===== src/rtl/fighter_state_ctrl_pkg.sv =====
// ============================================================================
// fighter_state_ctrl_pkg : move-state encodings and output decode shared by
//                          the move sequencer, sprite renderer and collision checker
// Revision: 1.0
// ============================================================================
`default_nettype none

package fighter_state_ctrl_pkg;

  typedef enum logic [3:0] {
    S_IDLE       = 4'd0,
    S_BACKWARD   = 4'd1,
    S_FORWARD    = 4'd2,
    S_ATK_START  = 4'd3,
    S_ATK_ACTIVE = 4'd4,
    S_ATK_REC    = 4'd5,
    S_DIR_START  = 4'd6,
    S_DIR_ACTIVE = 4'd7,
    S_DIR_REC    = 4'd8,
    S_HITSTUN    = 4'd9,
    S_BLOCKSTUN  = 4'd10
  } move_state_t;

  // Recovery counter values at or below this accept a buffered attack
  localparam int BUFFER_WINDOW = 3;

  function automatic logic is_hitbox(input move_state_t s);
    return (s == S_ATK_ACTIVE) || (s == S_DIR_ACTIVE);
  endfunction

  function automatic logic is_actionable(input move_state_t s);
    return (s == S_IDLE) || (s == S_BACKWARD) || (s == S_FORWARD);
  endfunction

endpackage

`default_nettype wire


===== src/rtl/fighter_state_ctrl_phase_counter.sv =====
// ============================================================================
// phase_counter : frame-tick enabled down-counter with load and zero flag
// Revision: 1.0
// ============================================================================
`default_nettype none

module phase_counter #(
  parameter int CNT_W = 6
) (
  input  logic             clk,
  input  logic             rst_n,
  input  logic             tick,
  input  logic             load,
  input  logic [CNT_W-1:0] load_val,
  output logic [CNT_W-1:0] count,
  output logic             zero
);

  // Saturates at zero; a load always wins over the decrement
  always_ff @(posedge clk) begin
    if (!rst_n) begin
      count <= '0;
    end else if (tick) begin
      if (load) begin
        count <= load_val;
      end else if (count != '0) begin
        count <= count - CNT_W'(1);
      end
    end
  end

  assign zero = (count == '0);

endmodule

`default_nettype wire


===== src/rtl/fighter_state_ctrl.sv =====
// ============================================================================
// fighter_state_ctrl : per-player move sequencer (buttons/hurt -> move state)
//   Optional attack input buffer in recovery: define ATTACK_BUFFER_EN
// Revision: 1.0
// ============================================================================
`default_nettype none

module fighter_state_ctrl
  import fighter_state_ctrl_pkg::*;
#(
  parameter int IS_MIRRORED      = 0,
  parameter int CNT_W            = 6,
  parameter int ATK_START_FRAMES = 4,
  parameter int ATK_ACT_FRAMES   = 3,
  parameter int ATK_REC_FRAMES   = 10,
  parameter int DIR_START_FRAMES = 6,
  parameter int DIR_ACT_FRAMES   = 4,
  parameter int DIR_REC_FRAMES   = 14,
  parameter int HITSTUN_FRAMES   = 20,
  parameter int BLOCK_FRAMES     = 12
) (
  input  logic       clk,
  input  logic       rst_n,
  input  logic       frame_tick,
  input  logic       btn_left,
  input  logic       btn_right,
  input  logic       btn_attack,
  input  logic       hurt_in,
  output logic [3:0] state,
  output logic       hitbox_active,
  output logic       actionable
);

  localparam logic [CNT_W-1:0] L_ATK_START = CNT_W'(ATK_START_FRAMES - 1);
  localparam logic [CNT_W-1:0] L_ATK_ACT   = CNT_W'(ATK_ACT_FRAMES - 1);
  localparam logic [CNT_W-1:0] L_ATK_REC   = CNT_W'(ATK_REC_FRAMES - 1);
  localparam logic [CNT_W-1:0] L_DIR_START = CNT_W'(DIR_START_FRAMES - 1);
  localparam logic [CNT_W-1:0] L_DIR_ACT   = CNT_W'(DIR_ACT_FRAMES - 1);
  localparam logic [CNT_W-1:0] L_DIR_REC   = CNT_W'(DIR_REC_FRAMES - 1);
  localparam logic [CNT_W-1:0] L_HITSTUN   = CNT_W'(HITSTUN_FRAMES - 1);
  localparam logic [CNT_W-1:0] L_BLOCK     = CNT_W'(BLOCK_FRAMES - 1);

  move_state_t      state_q, state_d;
  logic             hitbox_q, actionable_q;
  logic             hurt_pend, atk_prev;
  logic             cnt_load, cnt_zero;
  logic [CNT_W-1:0] cnt_val, cnt;
  logic             fwd_raw, back_raw, fwd, back;
  logic             hurt_now, atk_edge;

  assign fwd_raw  = (IS_MIRRORED != 0) ? btn_left  : btn_right;
  assign back_raw = (IS_MIRRORED != 0) ? btn_right : btn_left;
  assign fwd      = fwd_raw & ~back_raw;
  assign back     = back_raw & ~fwd_raw;
  // A hurt arriving on the tick cycle itself is consumed on that tick
  assign hurt_now = hurt_pend | hurt_in;
  assign atk_edge = btn_attack & ~atk_prev;

`ifdef ATTACK_BUFFER_EN
  logic buf_q, buf_d;
`else
  logic unused_cnt;
  assign unused_cnt = ^cnt;
`endif

  phase_counter #(.CNT_W(CNT_W)) u_phase_counter (
    .clk      (clk),
    .rst_n    (rst_n),
    .tick     (frame_tick),
    .load     (cnt_load),
    .load_val (cnt_val),
    .count    (cnt),
    .zero     (cnt_zero)
  );

  always_comb begin
    state_d  = state_q;
    cnt_load = 1'b0;
    cnt_val  = '0;
`ifdef ATTACK_BUFFER_EN
    buf_d    = buf_q;
`endif
    if (hurt_now) begin
      cnt_load = 1'b1;
      if (state_q == S_BACKWARD || (state_q == S_BLOCKSTUN && back)) begin
        state_d = S_BLOCKSTUN;
        cnt_val = L_BLOCK;
      end else begin
        state_d = S_HITSTUN;
        cnt_val = L_HITSTUN;
      end
`ifdef ATTACK_BUFFER_EN
      buf_d = 1'b0;
`endif
    end else if (is_actionable(state_q)) begin
      if (atk_edge && fwd) begin
        state_d  = S_DIR_START;
        cnt_load = 1'b1;
        cnt_val  = L_DIR_START;
      end else if (atk_edge) begin
        state_d  = S_ATK_START;
        cnt_load = 1'b1;
        cnt_val  = L_ATK_START;
      end else if (fwd) begin
        state_d = S_FORWARD;
      end else if (back) begin
        state_d = S_BACKWARD;
      end else begin
        state_d = S_IDLE;
      end
    end else if (!cnt_zero) begin
`ifdef ATTACK_BUFFER_EN
      if ((state_q == S_ATK_REC || state_q == S_DIR_REC) && atk_edge &&
          cnt <= CNT_W'(BUFFER_WINDOW)) begin
        buf_d = 1'b1;
      end
`endif
    end else begin
      cnt_load = 1'b1;
      case (state_q)
        S_ATK_START:  begin state_d = S_ATK_ACTIVE; cnt_val = L_ATK_ACT; end
        S_ATK_ACTIVE: begin state_d = S_ATK_REC;    cnt_val = L_ATK_REC; end
        S_DIR_START:  begin state_d = S_DIR_ACTIVE; cnt_val = L_DIR_ACT; end
        S_DIR_ACTIVE: begin state_d = S_DIR_REC;    cnt_val = L_DIR_REC; end
        S_ATK_REC, S_DIR_REC: begin
          state_d  = S_IDLE;
          cnt_load = 1'b0;
`ifdef ATTACK_BUFFER_EN
          // The exit tick itself still lies inside the buffer window
          if (buf_q || atk_edge) begin
            buf_d    = 1'b0;
            cnt_load = 1'b1;
            if (fwd) begin
              state_d = S_DIR_START;
              cnt_val = L_DIR_START;
            end else begin
              state_d = S_ATK_START;
              cnt_val = L_ATK_START;
            end
          end
`endif
        end
        default: begin
          state_d  = S_IDLE;
          cnt_load = 1'b0;
        end
      endcase
    end
  end

  always_ff @(posedge clk) begin
    if (!rst_n) begin
      state_q      <= S_IDLE;
      hitbox_q     <= 1'b0;
      actionable_q <= 1'b1;
      hurt_pend    <= 1'b0;
      atk_prev     <= 1'b0;
    end else if (frame_tick) begin
      state_q      <= state_d;
      hitbox_q     <= is_hitbox(state_d);
      actionable_q <= is_actionable(state_d);
      atk_prev     <= btn_attack;
      hurt_pend    <= 1'b0;
    end else if (hurt_in) begin
      hurt_pend    <= 1'b1;
    end
  end

`ifdef ATTACK_BUFFER_EN
  always_ff @(posedge clk) begin
    if (!rst_n) begin
      buf_q <= 1'b0;
    end else if (frame_tick) begin
      buf_q <= buf_d;
    end
  end
`endif

  assign state         = state_q;
  assign hitbox_active = hitbox_q;
  assign actionable    = actionable_q;

endmodule

`default_nettype wire


===== config.mk =====
export PLATFORM = sky130hd
export DESIGN_NAME = fighter_state_ctrl
export DESIGN_NICKNAME = d
export VERILOG_FILES = /design/src/rtl/fighter_state_ctrl_pkg.sv /design/src/rtl/fighter_state_ctrl_phase_counter.sv /design/src/rtl/fighter_state_ctrl.sv
export SDC_FILE = /design/constraint.sdc
export NUM_CORES = 1
export LEC_CHECK = 0
export ABC_AREA = 1
export CAP_MARGIN = 25
export CORE_MARGIN = 2
export CORE_UTILIZATION = 55
export DETAILED_ROUTE_END_ITERATION = 10
export GPL_ROUTABILITY_DRIVEN = 0
export GPL_TIMING_DRIVEN = 0
export HOLD_SLACK_MARGIN = 0.03
export PLACE_DENSITY = 0.78
export SYNTH_ARGS = -nofsm -noshare
export SYNTH_HDL_FRONTEND = slang
export SYNTH_SLANG_ARGS = --single-unit

===== constraint.sdc =====
create_clock -name clk -period 1.95 [get_ports clk]
set_clock_uncertainty 0.05 [all_clocks]
set_input_delay 0.2925 -clock clk [delete_from_list [all_inputs] [get_ports clk]]
set_output_delay 0.2925 -clock clk [all_outputs]
set_load 0.005 [all_outputs]

* Word level (Yosys, flattened, before mapping)
Cells that the tools add are included.
** Storage, ports and cells
- Flip-flop bits (word level) :: 14
- Output and inout bits :: 6
- Input bits :: 7
** Operators by class
- Multiplexer cells :: 24
- Bitwise gates (word level) :: 8
- Add/sub/neg operators :: 1
- Equal/unequal tests :: 11
- Reductions and logical operators :: 16
** Operator list (count)
- $pmux 4 s4 :: 2
- $mux 6 :: 4
- $eq 4x3->1 const B :: 5
- $mux 4 :: 4
- $eq 4x2->1 const B :: 3
- $eq 4x1->1 const B :: 2
- $logic_not 4->1 :: 2
- $mux 2 :: 4
- $mux 1 :: 7
- $logic_not 6->1 :: 1
- $logic_or 1x1->1 :: 6
- $mux 3 :: 2
- $reduce_bool 6->1 :: 1
- $sub 6x1->6 const B :: 1
- $mux 5 :: 1
- $eq 4x4->1 const B :: 1
- $not 1->1 :: 4
- $reduce_or 4->1 :: 1
- $and 1x1->1 :: 3
- $logic_and 1x1->1 :: 2
- $reduce_and 2->1 :: 1
- $reduce_bool 2->1 :: 1
- $reduce_or 2->1 :: 1
- $or 1x1->1 :: 1

* Depth between registers and ports, before layout
- Depth after elaboration :: 11
- Gate-level depth with buffers :: 12

* Hierarchy
Synthesis repeated with hierarchy kept, for this count alone.
** Second synthesis, totals
- Cell total of the unflattened synthesis :: 177
- Area total of the unflattened synthesis :: 1092.3 µm²
** By module, submodules not included
- fighter_state_ctrl :: area an instance 630.6 µm², times used 1, cells each 107, seq. area each 160.2 µm²
- phase_counter :: area an instance 461.7 µm², times used 1, cells each 70, seq. area each 120.1 µm²

* Worst setup path before layout
No wires, ideal clock.
- Kind :: flip-flop to flip-flop
- From :: reg u_phase_counter.count[0]
- To :: reg u_phase_counter.count[0]
- Required time :: 1787 ps
- Cell stages (with the launch flop) :: 10
- Clock period less this slack :: 1397 ps
- Setup slack :: 553 ps
- Setup time :: 113 ps
- Arrival :: 1234 ps
- Cells stage by stage :: dfxtp_1 -> inv_1 -> ha_1 -> nand3_2 -> nor2_8 -> nand2_4 -> nand2_1 -> nand3_1 -> o21ai_1 -> nor2_1
** On the way
- Longest elaborated chain between the ends :: 6
- Elaborated cells on any way between the ends :: 13
- Classes of those cells :: add/sub (1); mux (8); reduce/logical (4)
** RTL lines
- from (decl) :: line fighter_state_ctrl_phase_counter.sv:15 : output logic [CNT_W-1:0] count,
- from (signal assigned) :: line fighter_state_ctrl_phase_counter.sv:25 : count <= load_val;
- from (signal assigned) :: line fighter_state_ctrl_phase_counter.sv:27 : count <= count - CNT_W'(1);
- branches (longest 6 deep; another with $sub 6x1->6)
Parallel ways; which one is timed is not known. The select of a mux whose other input is x is not followed.
A chain may end at the register's enable or synchronous reset.

* Final worst setup path
- From :: reg state_q[3] (netlist: state[3])
- To :: out state[3]
** RTL lines
- from (decl) :: line fighter_state_ctrl.sv:43 : move_state_t state_q, state_d;
- from (signal assigned) :: line fighter_state_ctrl.sv:159 : state_q <= state_d;
- to (decl) :: line fighter_state_ctrl.sv:29 : output logic [3:0] state,
No word-level cell between the ends.

==> results.sh <==
export IMPL_detailroute_via_count=1103
export IMPL_cts_setup_buffers=0
export IMPL_dr_pass1_iters=4
export IMPL_place_area_um2=1264
export IMPL_critical_path_buf_inv_count=1
export IMPL_initial_utilization_pct=58.18
export IMPL_drive_gt1_share_pct=16.22
export IMPL_report_power_total_w=0.0008382
export IMPL_setup_viol=0
export IMPL_tritoncts_num_buffers=3
export IMPL_crit_cells=1
export IMPL_synth_cell_area_um2=1130
export IMPL_crit_reg2reg_capture="u_phase_counter.count[0]"
export IMPL_end_of_the_critical_path="state[3]"
export IMPL_synth_edff_count=0
export IMPL_post_cts_hold_buffer_count=0
export IMPL_die_width_um=49.33
export IMPL_crit_slowest_cell="sky130_fd_sc_hd__clkdlybuf4s50_1"
export IMPL_detail_route_wl_per_cell_um=11.79
export IMPL_die_area_um2=2433
export IMPL_synth_async_reset_ratio_pct=0
export IMPL_layout_commonest_cell="sky130_fd_sc_hd__nand2_1"
export IMPL_fin_hold_ws_ns=0.2522
export IMPL_die_y_um=49.33
export IMPL_synth_fp_nets=181
export IMPL_gate_count_after_technology_mapping=172
export IMPL_cp_top_family="buffers and inverters"
export IMPL_place_port_buffers=10
export IMPL_critical_path_arrival_ns=1.36
export IMPL_synth_seq_cells=14
export IMPL_outcome="finished, final reports clean"
export IMPL_min_period_over_period_pct=87.12
export IMPL_power_density_cell_area_nw_per_um2=651.7
export IMPL_cell_at_the_root_of_the_clock_tree="sky130_fd_sc_hd__clkbuf_4"
export IMPL_grt_start_max_net_pins=11
export IMPL_clock_tree_buffer_depth=2
export IMPL_vias_in_the_first_global_route=1040
export IMPL_grt_antenna_before_repair=0
export IMPL_maxSlewHeadroom_pct=79.39
export IMPL_power_static_leakage_nw=0.6378
export IMPL_dp_cells=209
export IMPL_critPathRequiredTime_ns=1.61
export IMPL_layout_cell_area_non_filler_um2=1286
export IMPL_fmax_ghz=0.5887
export IMPL_cp_end_kind="output pin"
export IMPL_vdd_drop_max_mv=0.4051
export IMPL_drcViolationCount=0
export IMPL_sum_of_net_half_perimeters_after_detailed_placement_um=2063
export IMPL_pin_count=13
export IMPL_reg2reg_slack_ns=0.36
export IMPL_drv_slew=0
export IMPL_cts_htree_levels=1
export IMPL_origin_of_the_critical_flop_to_flop_path="u_phase_counter.count[0]"
export IMPL_ys_dominant_reg_cell="sky130_fd_sc_hd__dfxtp_1"
export IMPL_globalRouteOverflowTotal=0
export IMPL_critical_path_max_fanout=5
export IMPL_worstHoldPathType="in -> reg"
export IMPL_vias_per_cell=5.203
export IMPL_final_antenna_net_count=0
export IMPL_grt_first_pass_wirelength_um=4526
export IMPL_yosys_warnings=0
export IMPL_totalWireLength_um=2500
export IMPL_area_growth_pct=13.84
export IMPL_tritoncts="yes"
export IMPL_timing_final_crit_period_ns=1.699
export IMPL_drv_cap=0
export IMPL_finalHoldViolCount=0
export IMPL_crit_path_start="state[3]"
export IMPL_post_cts_resize_count=0
export IMPL_netlist_cell_type_count=28
export IMPL_worst_setup_hold_path_clk_slew_ns=0.09
export IMPL_multi_input_area_um2=740.7
export IMPL_layout_cells_most_common_list="sky130_fd_sc_hd__nand2_1 (45), sky130_fd_sc_hd__nor2_1 (26), sky130_fd_sc_hd__inv_1 (20), sky130_fd_sc_hd__dfxtp_1 (14), sky130_fd_sc_hd__nand3_1 (13)"
export IMPL_setup_worst_path_start_class="flip-flop"
export IMPL_post_synth_cell_area_avg_um2=6.569
export IMPL_synth_seq_area_share_pct=24.81
export IMPL_path_cells="clkdlybuf4s50_1"
export IMPL_drt_iter0_markers=30
export IMPL_num_rows=16
export IMPL_sequential_cell_area_um2=280.3
export IMPL_critical_path_max_stage_delay_ns=0.57
export IMPL_cts_sinks=14
export IMPL_post_layout_nonfiller_instances=212
export IMPL_track_usage_pct=23.53
export IMPL_layout_nets=196
export IMPL_finalSetupTns_ns=0
export IMPL_worst_slew_pin_slew_ns=0.3087
export IMPL_worstSetupPathType="reg -> out"
export IMPL_fillCellCount=186
export IMPL_reg2reg_depth=9
export IMPL_unrepaired_setup_endpoints_after_global_routing="no"
export IMPL_n_antenna_cell=0
export IMPL_clk_latency_ns=0.28
export IMPL_floorplan_core_area_um2=1942
tightest hold or removal path: stages:
cell and delay (ns):
sky130_fd_sc_hd__buf_4 0.15, sky130_fd_sc_hd__nand2_1 0.07, sky130_fd_sc_hd__nor2_1 0.04
cell usage after synthesis, types with 3 or more instances:
cell | number | share of area (%)
sky130_fd_sc_hd__a21oi_1 | 4 | 1.8
sky130_fd_sc_hd__dfxtp_1 | 14 | 25
sky130_fd_sc_hd__inv_1 | 20 | 6.6
sky130_fd_sc_hd__inv_2 | 4 | 1.3
sky130_fd_sc_hd__nand2_1 | 45 | 15
sky130_fd_sc_hd__nand2_4 | 6 | 6.0
sky130_fd_sc_hd__nand3_1 | 13 | 5.8
sky130_fd_sc_hd__nand3_2 | 3 | 2.7
sky130_fd_sc_hd__nand4_1 | 4 | 2.2
sky130_fd_sc_hd__nor2_1 | 26 | 8.6
sky130_fd_sc_hd__o21ai_0 | 4 | 1.8
sky130_fd_sc_hd__o21ai_1 | 3 | 1.3
sky130_fd_sc_hd__o22ai_1 | 4 | 2.2
cells by family after synthesis:
| logic type | count (synthesis) | synth area share (%) |
|---|---|---|
| AO/OA/AOI/OAI | 19 | 10.63 |
| AND/OR/NAND/NOR | 108 | 51.16 |
| buffers and inverters | 27 | 9.634 |
| flip-flops | 14 | 24.81 |
| XOR/XNOR | 2 | 1.551 |
| adder cells (fa/ha/maj) | 2 | 2.214 |
report_power, final:
group	leakage [nW]	total [W]	internal [W]	switching, W
clock	0.0138	0.000167	0.0000717	0.0000951
sequential	0.116	0.000341	0.000311	0.0000303
combinational	0.508	0.000330	0.000127	0.000203
worst min path at each step:
stage                               endpoint  cells past startpoint           from
global placement               hitbox_active                      2  hitbox_active
floorplan                          hurt_pend                      2        hurt_in
global route        u_phase_counter.count[5]                      3          rst_n
CTS                 u_phase_counter.count[5]                      3          rst_n
detailed placement             hitbox_active                      2  hitbox_active
finish              u_phase_counter.count[4]                      3          rst_n
final cells by class:
class                   count  area share, %
well taps                  27          2.626
flip-flops and latches     14          21.79
clock buffers               3          1.751
multi-input cells         131          57.59
repair buffers             10          7.782
plain buffers               2         0.9728
inverters                  25          7.490
routing by layer:
layer	track usage (%)	wire length [µm]
met5	0	0
met4	5.714	34
met3	1.840	138
met2	39.41	1179
met1	32.57	1147
state kept, by name, indices dropped and copies added, names as in the netlist:
signal / cells
u_phase_counter.count: 6
state: 4
actionable: 1
atk_prev: 1
hitbox_active: 1
hurt_pend: 1
stage by stage:
step | util [%] | setup slack (ns)
floorplan | - | 0.5529
CTS | 66.24 | 0.2505
global route | 66.24 | 0.1719
detailed placement | 65.08 | 0.05940
global placement | 65.08 | 0.06324
finish | 66.24 | 0.2512
No activity file was read; power rests on OpenSTA's default activity.
